### config.mk
export PLATFORM = sky130hd
export DESIGN_NAME = fetch
export DESIGN_NICKNAME = d
export VERILOG_FILES = /design/src/rtl/fetch.sv
export SDC_FILE = /design/constraint.sdc
export NUM_CORES = 1
export LEC_CHECK = 0
export BUFFER_PORTS_ARGS = -buffer_cell sky130_fd_sc_hd__buf_2
export CAP_MARGIN = 40
export CORE_MARGIN = 2
export CORE_UTILIZATION = 40
export DETAILED_ROUTE_END_ITERATION = 8
export GPL_ROUTABILITY_DRIVEN = 0
export PLACE_DENSITY = 0.67
export SLEW_MARGIN = 25
export SYNTH_ARGS = -nofsm -noshare
export SYNTH_HDL_FRONTEND = slang
export SYNTH_SLANG_ARGS = --single-unit
### constraint.sdc
create_clock -name clk -period 6 [get_ports clk]
set_input_delay 0.3 -clock clk [delete_from_list [all_inputs] [get_ports clk]]
set_output_delay 0.3 -clock clk [all_outputs]
set_load 0.1 [all_outputs]
### src/rtl/fetch.sv
// rtl/fetch.sv - RV32I fetch stage: PC, credit-gated imem requests, in-order instruction FIFO.
// Optional misaligned-redirect trap marker is enabled by FETCH_MISALIGN_TRAP_EN.
module fetch #(
  parameter logic [31:0] RESET_PC = 32'h0000_0000,
  parameter int          DEPTH    = 4
) (
  input  logic        clk,
  input  logic        rst,
  output logic        imem_req,
  output logic [31:0] imem_addr,
  input  logic        imem_gnt,
  input  logic        imem_rvalid,
  input  logic [31:0] imem_rdata,
  input  logic        redirect,
  input  logic [31:0] redirect_pc,
  output logic        ins_valid,
  input  logic        ins_ready,
  output logic [31:0] ins,
  output logic [31:0] pc,
  output logic [31:0] pc_4,
  output logic        misaligned
);
  localparam int AW = $clog2(DEPTH);
  localparam int CW = AW + 1;
  localparam logic [CW-1:0] FULL = CW'(DEPTH);

`ifdef FETCH_MISALIGN_TRAP_EN
  typedef enum logic [1:0] {S_RESET, S_RUN, S_TRAP} state_t;
`else
  typedef enum logic [1:0] {S_RESET, S_RUN} state_t;
`endif

  state_t state, state_nxt;

  logic [31:0]   fpc;
  logic [CW-1:0] cnt, outs, drop, owed;
  logic [CW-1:0] wr_ptr, rd_ptr;
  logic [AW-1:0] pq_wr, pq_rd;
  logic [31:0]   pq_mem [DEPTH];
  logic [31:0]   fi_ins [DEPTH];
  logic [31:0]   fi_pc  [DEPTH];
  logic [31:0]   hold_ins, hold_pc;
  logic          grant, pop, push, rsp_drop, head_mis, mis_redir, pop_credit;

  // RESET with rst low is the first cycle after release and already fetches.
  assign imem_req   = !rst && !redirect && (state == S_RUN || state == S_RESET) && (cnt < FULL);
  assign imem_addr  = fpc;
  assign grant      = imem_req && imem_gnt;
  assign ins_valid  = (wr_ptr != rd_ptr);
  assign pop        = ins_valid && ins_ready;
  assign rsp_drop   = imem_rvalid && (drop != '0);
  assign push       = imem_rvalid && (drop == '0) && !redirect;
  assign pop_credit = pop && !head_mis;
  assign owed       = outs - CW'(imem_rvalid);

  assign ins  = ins_valid ? fi_ins[rd_ptr[AW-1:0]] : hold_ins;
  assign pc   = ins_valid ? fi_pc[rd_ptr[AW-1:0]]  : hold_pc;
  assign pc_4 = pc + 32'd4;

`ifdef FETCH_MISALIGN_TRAP_EN
  logic fi_mis [DEPTH];
  logic hold_mis;

  assign mis_redir  = redirect && (redirect_pc[1:0] != 2'b00);
  assign head_mis   = fi_mis[rd_ptr[AW-1:0]];
  assign misaligned = ins_valid ? head_mis : hold_mis;

  always_ff @(posedge clk) begin
    if (rst)            hold_mis <= 1'b0;
    else if (ins_valid) hold_mis <= head_mis;
  end

  always_ff @(posedge clk) begin
    if (mis_redir) fi_mis[0] <= 1'b1;
    else if (push) fi_mis[wr_ptr[AW-1:0]] <= 1'b0;
  end
`else
  assign mis_redir  = 1'b0;
  assign head_mis   = 1'b0;
  assign misaligned = 1'b0;
`endif

  always_comb begin
    state_nxt = state;
    if (redirect) begin
`ifdef FETCH_MISALIGN_TRAP_EN
      state_nxt = mis_redir ? S_TRAP : S_RUN;
`else
      state_nxt = S_RUN;
`endif
    end else if (state == S_RESET) begin
      state_nxt = S_RUN;
    end
  end

  // Dropped responses still consume their PC-queue slot to keep pairing in order.
  always_ff @(posedge clk) begin
    if (rst) begin
      state    <= S_RESET;
      fpc      <= RESET_PC;
      cnt      <= '0;
      outs     <= '0;
      drop     <= '0;
      wr_ptr   <= '0;
      rd_ptr   <= '0;
      pq_wr    <= '0;
      pq_rd    <= '0;
      hold_ins <= '0;
      hold_pc  <= RESET_PC;
    end else begin
      state <= state_nxt;
      outs  <= owed + CW'(grant);
      if (grant)       pq_wr <= pq_wr + AW'(1);
      if (imem_rvalid) pq_rd <= pq_rd + AW'(1);
      if (ins_valid) begin
        hold_ins <= ins;
        hold_pc  <= pc;
      end
      if (redirect) begin
        fpc    <= {redirect_pc[31:2], 2'b00};
        drop   <= owed;
        cnt    <= owed;
        rd_ptr <= '0;
        wr_ptr <= mis_redir ? CW'(1) : '0;
      end else begin
        if (grant)    fpc  <= fpc + 32'd4;
        if (rsp_drop) drop <= drop - CW'(1);
        cnt <= cnt + CW'(grant) - CW'(pop_credit) - CW'(rsp_drop);
        if (push) wr_ptr <= wr_ptr + CW'(1);
        if (pop)  rd_ptr <= rd_ptr + CW'(1);
      end
    end
  end

  always_ff @(posedge clk) begin
    if (grant) pq_mem[pq_wr] <= fpc;
    if (mis_redir) begin
      fi_ins[0] <= 32'h0000_0013;
      fi_pc[0]  <= redirect_pc;
    end else if (push) begin
      fi_ins[wr_ptr[AW-1:0]] <= imem_rdata;
      fi_pc[wr_ptr[AW-1:0]]  <= pq_mem[pq_rd];
    end
  end

endmodule

After elaboration in Yosys (flattened, before gate mapping):

Memories as Yosys holds them, arrays and structs flattened. A register that Yosys moved wholly into a read port is not among the register bits.
Cells that the tools add are included.

* register bits after elaboration: 116
* latch bits: 0
* bits in writable memories: 384
* bits in read-only memories: 0
* input bits: 70
* output and inout port bits: 131
* word-level logic and storage cells: 66
* memories: 3

Memories
* fi_ins: words 4, width 32, read ports 1, clocked after Yosys merged registers in 1, wr ports 1, line 40 `logic [31:0] fi_ins [DEPTH];`
* fi_pc: words 4, width 32, read ports 1, clocked after Yosys merged registers in 1, wr ports 1, line 41 `logic [31:0] fi_pc [DEPTH];`
* pq_mem: words 4, width 32, read ports 1, clocked after Yosys merged registers in 1, wr ports 1, line 39 `logic [31:0] pq_mem [DEPTH];`

* add/subtract/negate cells: 12
* $mul: 0
* divide/modulo/power cells: 0
* order comparisons: 1
* equal/unequal tests: 1
* shifts and indexed selects: 0
* muxes and demuxes: 19
* bitwise logic cells: 0
* reduce and logical (&&, ||, !) cells: 18

Operators with widths (number)
* 32-bit 2-to-1 mux: 4
* 32-bit by 3-bit adder with 32-bit output, second input constant: 2
* 2-bit 2-to-1 mux: 6
* 3-bit 2-to-1 mux: 3
* 3-bit by 1-bit subtractor with 3-bit output: 3
* 1-bit logical AND: 8
* 3-bit by 1-bit adder with 3-bit output: 2
* 3-bit by 1-bit adder with 3-bit output, second input constant: 2
* 1-bit 2-to-1 mux: 6
* 2-bit nonzero test: 3
* 2-bit by 1-bit adder with 2-bit output, second input constant: 2
* 3-bit logical NOT: 1
* 3-bit < comparator, second input constant: 1
* 3-bit inequality test: 1
* 3-bit nonzero test: 1
* 3-bit by 1-bit subtractor with 3-bit output, second input constant: 1
* 1-bit logical NOT: 2
* 2-bit logical NOT: 1
* 2-bit OR reduction: 1
* 1-bit logical OR: 1

Logic depth before layout (Yosys ltp):

Gate-level depths: netlist of the first run.

* depth in word-level cells: 9
* depth in mapped cells: 18
* mapped depth without buffers: 15

Least setup slack after synthesis of the first run:

No wires, ideal clock.

* path type: flip-flop to output port
* start point: reg with a tool-made name
* end point: out pc_4[26]
* arrival: 7.798 ns
* required time: 5.700 ns
* path slack: -2.098 ns
* cell stages (with the launch flop): 13
* path buffers: 2
* path through: dfxtp_1 > buf_6 > buf_12 > mux4_2 > o31ai_1 > a21boi_0 > inv_1 > ha_1 > nand3_1 > o22ai_4 > o2111ai_4 > and4bb_1 > xnor2_1

RTL lines
* end, declared: line 20 `output logic [31:0] pc_4,`

Final worst setup path of the first run:

* start point: reg wr_ptr[1]
* end point: out pc_4[30]

* longest elaborated chain between the ends: 3

Ends and longest elaborated chain
* start, declared: line 37 `logic [CW-1:0] wr_ptr, rd_ptr;`
* start signal, assigned: line 124 `wr_ptr <= mis_redir ? CW'(1) : '0;`
* start signal, assigned: line 129 `if (push) wr_ptr <= wr_ptr + CW'(1);`
* 3-bit inequality test: line 49 `assign ins_valid = (wr_ptr != rd_ptr);`
* 32-bit 2-to-1 mux: line 57 `assign pc = ins_valid ? fi_pc[rd_ptr[AW-1:0]] : hold_pc;`
* 32-bit by 3-bit adder with 32-bit output: line 58 `assign pc_4 = pc + 32'd4;`

No other way between the ends.

==> results.toml, run 1 <==
[status]
status = "finished clean"

[clock_network]
clk_pin_slew_worst_paths_ns = 0.06
cts_root_buffer = "clkbuf_16"
cts_htree_levels = 2
ctsResizeCount = 0
cts_tree = "yes"
cts_sinks = 485
insertion_delay_ns = 0.58
clock_path_buffers = 3
cts_inserted_buffers = 49
postCtsSetupRepairBufs = 0

[power_and_ir_drop]
total_power_uw = 8330
powerDensity_mw_per_mm2 = 351
ir_drop_uv = 260
p_leak_uw = 0.00857

[floorplanning]
die_w_um = 226
core_mm2 = 0.0487
dieArea_mm2 = 0.0511
initial_core_util_pct = 40.4
die_y_um = 226
num_rows = 81
ios = 201

[drt]
wl_per_cell_um = 19.2
vias = 11700
vias_per_cell = 5.18
drt-initial-drc-count = 742
drt_wl_total_um = 43400
drcViolationCount = 0
drt_pass1_iterations = 5
antenna_left = 0

[synth]
yosys_most_used_dff = "edfxtp_1"
ys_types = 77
yosysSeqAreaShare_pct = 68.0
synthArstFlopShare_pct = 0
syn_avg_cell_area_um2 = 15.2
syn_area_mm2 = 0.0197
synthCells = 1298
yosys_warnings = 0
synth-edff-count = 368
ys_ff_latch = 485

[global_route]
grt_antenna_before_repair = 2
gr-total-overflow = 0
grt_max_degree = 57
grt_pass1_vias = 11600
grtUsageTotal_pct = 17.1
grt_pass1_wl_um = 66800

[setup_path]
r2r_slack_ns = 2.36
r2r_cells = 16
worstSetupEndpointType = "primary output"
startpoint_type = "flop"
crit_buf_inv = 2
path_cells = "xor2_4 > nor3_4 > buf_4 > a21o_1 > ha_1 > nand3_1 > o22ai_4 > o2111ai_4 > nor4_2 > xnor2_1 > buf_2"
crit_family = "buffers and inverters"
cp.required_ns = 5.70
cp_slowest_cell = "buf_4"
cp.depth = 11
crit_arrival_ns = 4.50
worstSetupPathType = "flop to primary output"
cp_slowest_stage_delay_ns = 0.59
crit_fanout = 56

[placement]
dp_hpwl_um = 27600
io_buffer_count = 195
place_area_mm2 = 0.0214

[sta]
finalMaxSlewViolations = 0
whs_ns = 0.0394
tns_ns = 0
fin_crit_ns = 4.80
clock.fmax_ghz = 0.208
rsz0062_at_grt = "no"
relSlewSlack_pct = 44.4
clock_skew_ns = 0.0181
setup_viol = 0
fin_crit_sh_pct = 80.0
hold_violations = 0
worst_pin_slew_ns = 0.832

[finish]
area_delta_synth_final_pct = 20.3
final_area_mm2 = 0.0237
nets = 1651
fillers = 4116
drive_above_1_share_pct = 26.5

[worst_hold_path]
worst_hold_path_type = "input port to flop"
worstHoldPathCells = 3

[flow_run]
cap_violations = 0
-- metrics by stage --
step	util (%)	setup slack, ns	std cells
6_report	48.6	1.20	2266
5_1_grt	48.6	0.949	2266
4_1_cts	48.5	1.12	2262
3_5_place_dp	43.8	1.77	2110
3_3_place_gp	43.7	1.84	2107
2_1_floorplan	-	0.0512	1300
-- registers in the layout, summed over array words and instances, names as in the netlist, named ones only --
signal	count
pq_rd	2
pq_wr	2
imem_addr	30
pq_mem	120
fi_ins	128
cnt	3
wr_ptr	3
hold_ins	32
fi_pc	120
outs	3
drop	3
rd_ptr	3
hold_pc	32
-- repair_timing --
| action | in CTS | in global routing |
|---|---|---|
| setup endpoints to repair | 0 | 0 |
| endpoints found under the hold margin | 156 | 0 |
| hold buffers | 60 | 0 |
-- final timing paths --
| check | startpoint | endpoint |
|---|---|---|
| setup / recovery | wr_ptr[1] | pc_4[30] |
| hold / removal | redirect_pc[31] | imem_addr[31] |
| setup reg to reg | wr_ptr[0] | cnt[2] |
| hold reg to reg | hold_ins[23] | hold_ins[23] |
-- cells in the mapped netlist, types with 6 or more instances --
cell type	n	area (um^2)
nand3_1	29	145
xnor2_1	38	333
nor4_1	9	56.3
buf_1	7	26.3
nor2b_1	13	81.3
buf_2	12	60.1
nand4_1	16	100
inv_1	39	146
and2_1	14	87.6
o21ai_0	14	70.1
a21oi_1	72	360
buf_4	9	67.6
nor3_1	11	55.1
nand2_1	170	638
xor2_1	16	140
mux2i_1	17	170
and4_1	6	52.6
nor2_1	70	263
edfxtp_1	368	11100
o31a_1	6	52.6
ha_1	21	263
a31oi_1	9	56.3
mux4_2	92	2070
and3_1	6	37.5
dfxtp_1	117	2340
clkbuf_1	31	116
-- where the power goes --
part | switching, uW | leakage (uW) | total, uW | internal [uW]
logic | 1080 | 0.00345 | 1380 | 301
registers | 75.6 | 0.00430 | 3820 | 3740
clock network | 1270 | 0.000822 | 3140 | 1870
-- cell usage in the layout, fill, tap and decap left out, drive strengths merged, types with 3 or more instances in the layout --
cell type / n
ha: 21
buf: 214
dlygate4sd3: 60
o31ai: 4
clkbuf: 65
mux2i: 17
o22ai: 3
a211oi: 6
nor3: 12
a21oi: 72
nor2b: 13
nor4: 12
xor2: 19
o21ai: 16
a31oi: 9
o22a: 5
nand4: 16
a21o: 4
nand2: 170
o31a: 6
nand3: 29
dfxtp: 117
mux2: 6
edfxtp: 368
or2: 5
and4: 7
xnor2: 38
nor2: 71
inv: 41
conb: 3
o211ai: 3
and2: 14
o311ai: 3
bufinv: 5
clkinv: 21
and3: 7
mux4: 92
-- layer usage --
layer	track usage [%]	vias to the layer above	wire, um
met1	23.2	5823	19200
met5	0	-	0
li1	-	5426	-
met2	28.0	409	20200
met4	5.15	0	991
met3	3.38	70	3040
-- cell type report --
cell class | count | area [um^2] | area share [%]
tap | 664 | 831 | 3.50
sequential | 485 | 13400 | 56.5
antenna | 1 | 2.50 | 0.0106
inverter | 42 | 163 | 0.686
multi-input combinational | 708 | 5830 | 24.6
clock inverter | 27 | 269 | 1.13
clock buffer | 65 | 1410 | 5.95
timing repair buffer | 274 | 1810 | 7.63
-- cells by family (layout without fill, tap and decap cells) --
kind of cell	Yosys count	count (layout)	synth area share [%]
compound gates	146	146	4.93
xor+xnor	57	57	2.70
fa+ha+maj	21	21	1.33
buf+inv	107	408	2.58
flops	485	485	68.0
mux	115	115	11.7
other cells	1	4	0.0190
simple gates	366	366	8.75
-- worst reg2reg max path, stage by stage (launching register included) --
cell      delay [ns]
dfxtp_1         0.43
xor2_2          0.50
buf_6           0.23
nor3_4          0.06
clkinv_4        0.41
nand2_1         0.29
xnor2_1         0.19
ha_1            0.20
nor2_1          0.15
ha_1            0.25
inv_1           0.06
ha_1            0.16
xor2_1          0.20
xnor2_1         0.14
nor2_1          0.06
a21oi_1         0.14
nor2_1          0.05
Power figures use the tool's default switching activity.
==> inputs of run 2 (changes only) <==
--- a/config.mk
+++ b/config.mk
@@ -5,6 +5,7 @@
 export SDC_FILE = /design/constraint.sdc
 export NUM_CORES = 1
 export LEC_CHECK = 0
+export ABC_AREA = 1
 export BUFFER_PORTS_ARGS = -buffer_cell sky130_fd_sc_hd__buf_2
 export CAP_MARGIN = 40
 export CORE_MARGIN = 2
==> constraint.sdc (replaced) <==
create_clock -name clk -period 5 [get_ports clk]
set_input_delay 0.25 -clock clk [delete_from_list [all_inputs] [get_ports clk]]
set_output_delay 0.25 -clock clk [all_outputs]
set_load 0.1 [all_outputs]
==> run 2 against run 1 <==
First-iteration DRC count rose by 61%. Clock power rose by 18%. Hold slack got worse by 0.0067 ns. Sequential power rose by 21%. Largest cell class unchanged.
==> results.toml, run 2 <==
[status]
status = "finished clean"

[finish]
largest_reg_flops = 128
final_area_mm2 = 0.0249
top_register = "fi_ins"
nets = 2441
area_delta_synth_final_pct = 18.5
finalNonFillerCells = 3080
drive_above_1_share_pct = 15.6
antenna_cells = 0
final_common_cell = "nand2_1"
top_regs = "fi_ins (128), fi_pc (120), pq_mem (120)"
fillers = 4593
layout_common_cells = "491 x nand2_1, 368 x edfxtp_1, 337 x nor2_1"

[sta]
rsz0062_at_grt = "no"
setup_viol = 0
whs_ns = 0.0327
finalMaxSlewViolations = 0
tns_ns = 0
relSlewSlack_pct = 43.0
fin_crit_ns = 4.44
worst_pin_slew_ns = 0.855
clock_skew_ns = 0.0151
clock.fmax_ghz = 0.225
hold_violations = 0
setup_slack_ns = 0.558
fin_crit_sh_pct = 88.8

[synth]
yosys_warnings = 0
yosys.area_share.simple_pct = 19.5
yosysSeqAreaShare_pct = 63.7
ys_ff_latch = 485
syn_area_mm2 = 0.0210
synth_xor_area_share_pct = 1.58
synth_fa_ha_area_share_pct = 1.25
syn_avg_cell_area_um2 = 9.89
synthCells = 2126
synth_mux_area_share_pct = 0
synth_common_cells = "491 x nand2_1, 368 x edfxtp_1, 345 x nor2_1, 164 x o21ai_0, 152 x inv_1"
yosys_most_used_dff = "edfxtp_1"
ys_types = 44
yosys-top-cells-area = "edfxtp_1 53%, dfxtp_1 11%, nand2_1 8.8%"
synth_compound_area_share_pct = 8.30
synth-edff-count = 368
synth_top_family_by_area = "simple AND/OR/NAND/NOR gates"
yosysMostFrequentCell = "nand2_1"
synth_top_area_share_pct = 52.6
synthArstFlopShare_pct = 0
synth_top_area_cell = "edfxtp_1"

[global_route]
grt_antenna_before_repair = 0
grt_pass1_vias = 15000
gr-total-overflow = 0
grt_pass1_wl_um = 78500
grt_max_degree = 91
grtUsageTotal_pct = 18.5

[flow_run]
cap_violations = 0

[worst_hold_path]
worst_hold_path_type = "input port to flop"
worstHoldPathCells = 5
min_from = "redirect_pc[26]"
whs_endpoint = "imem_addr[26]"

[clock_network]
cts_root_buffer = "clkbuf_16"
cts_inserted_buffers = 50
cts_sinks = 485
cts_htree_levels = 2
clk_pin_slew_worst_paths_ns = 0.06
cts_tree = "yes"
insertion_delay_ns = 0.58
clock_path_buffers = 3
ctsResizeCount = 0

[setup_path]
r2r_cells = 10
worstSetupPathType = "flop to primary output"
crit_arrival_ns = 4.19
crit_fanout = 54
reg2reg_to = "hold_ins[31]"
cp.required_ns = 4.75
worstSetupEndpointType = "primary output"
r2r_start = "wr_ptr[0]"
r2r_slack_ns = 1.80
startpoint_type = "flop"

[drt]
antenna_left = 0
drcViolationCount = 0
vias_per_cell = 5.09
drt-initial-drc-count = 1193
wl_per_cell_um = 16.6
vias = 15700
drt_pass1_iterations = 5
drt_wl_total_um = 51100

[power_and_ir_drop]
p_sw_share_pct = 33.7
seqPwrFrac_pct = 42.7
clkPwrFrac_pct = 34.5
intPower_uw = 7160
switching_power_uw = 3640
powerDensity_mw_per_mm2 = 434
power_frac_comb_pct = 22.8
p_leak_uw = 0.00982
ir_drop_uv = 381

[placement]
place_area_mm2 = 0.0226
io_buffer_count = 195
place_ws_ns = 1.21
dp_hpwl_um = 32500
dp_cells = 2924

[floorplanning]
die_w_um = 233
dieArea_mm2 = 0.0544
num_rows = 84
core_mm2 = 0.0522
die_y_um = 233
ios = 201
initial_core_util_pct = 40.2
==> run 2: cell types whose count changed after synthesis, sizes merged, moves of 17 or more <==
cell    delta
xnor2     -31
o21ai    +150
nand3     +18
o22ai     +60
buf       +26
mux2i     -17
nand2    +349
clkbuf    +20
nand4     +30
nor2     +292
mux4      -92
inv      +118
==> run 2: how the worst max path moves through the flow <==
stage / startpoint / endpoint
finish: wr_ptr[0] / pc_4[16]
global placement: wr_ptr[0] / pc_4[15]
CTS: wr_ptr[0] / pc_4[16]
detailed placement: wr_ptr[0] / pc_4[16]
global route: wr_ptr[0] / pc_4[16]
floorplan: rd_ptr[2] / pc_4[10]
==> run 2: stage by stage <==
stage                     power, uW  utilization, %
after floorplan                6630               -
after global placement         7070            43.1
after detailed placement       7110            43.2
after CTS                     10900            47.6
after global routing          11200            47.7
final                         10800            47.7
==> run 2: timing repair <==
action                                 4_1_cts  5_1_grt
buffers inserted                             0        0
endpoints found under the hold margin      155        0
hold buffers                                59        0
==> run 2: metal layers <==
metal	vias up	track usage [%]	wire [um]
li1	7598	-	-
met1	7462	23.7	21500
met2	534	31.0	24600
met3	96	3.39	3490
met4	0	7.19	1550
met5	-	0	0
==> run 2: final cells by class <==
| type | count | area (um^2) | share of cell area [%] |
|---|---|---|---|
| Inverter | 158 | 596 | 2.39 |
| Tap cell | 688 | 861 | 3.46 |
| Sequential cell | 485 | 13400 | 53.8 |
| Multi-Input combinational cell | 1374 | 6520 | 26.2 |
| Clock buffer | 71 | 1440 | 5.76 |
| Timing Repair Buffer | 281 | 1880 | 7.54 |
| Clock inverter | 23 | 226 | 0.909 |
==> run 2: power by group through the flow <==
| stage | clock [uW] | combinational (uW) | sequential, uW |
|---|---|---|---|
| final | 3720 | 2460 | 4610 |
| after global routing | 3960 | 2600 | 4620 |
| after CTS | 3790 | 2450 | 4610 |
| after detailed placement | 0 | 2410 | 4700 |
| after global placement | 0 | 2380 | 4690 |
| after floorplan | 0 | 1860 | 4780 |
==> run 2: cell families after synthesis <==
kind of cell               count (synthesis)
and+or+nand+nor                          992
AOI/OAI and AO/OA                        321
DFF                                      485
other                                      1
xor gates and xnor gates                  37
adders and majority gates                 21
buffers and inverters                    269
==> run 2: critical path: stages, from the launching register on <==
cell     delay (ns)
dfxtp_1        0.39
inv_2          0.08
nand2_1        0.08
nand2_2        0.46
nand3_4        0.33
buf_4          0.54
nand2_1        0.18
nand2_2        0.19
nand2_1        0.13
inv_1          0.08
nand2_1        0.05
nor2_1         0.17
nand2_1        0.13
xor2_1         0.25
buf_2          0.50
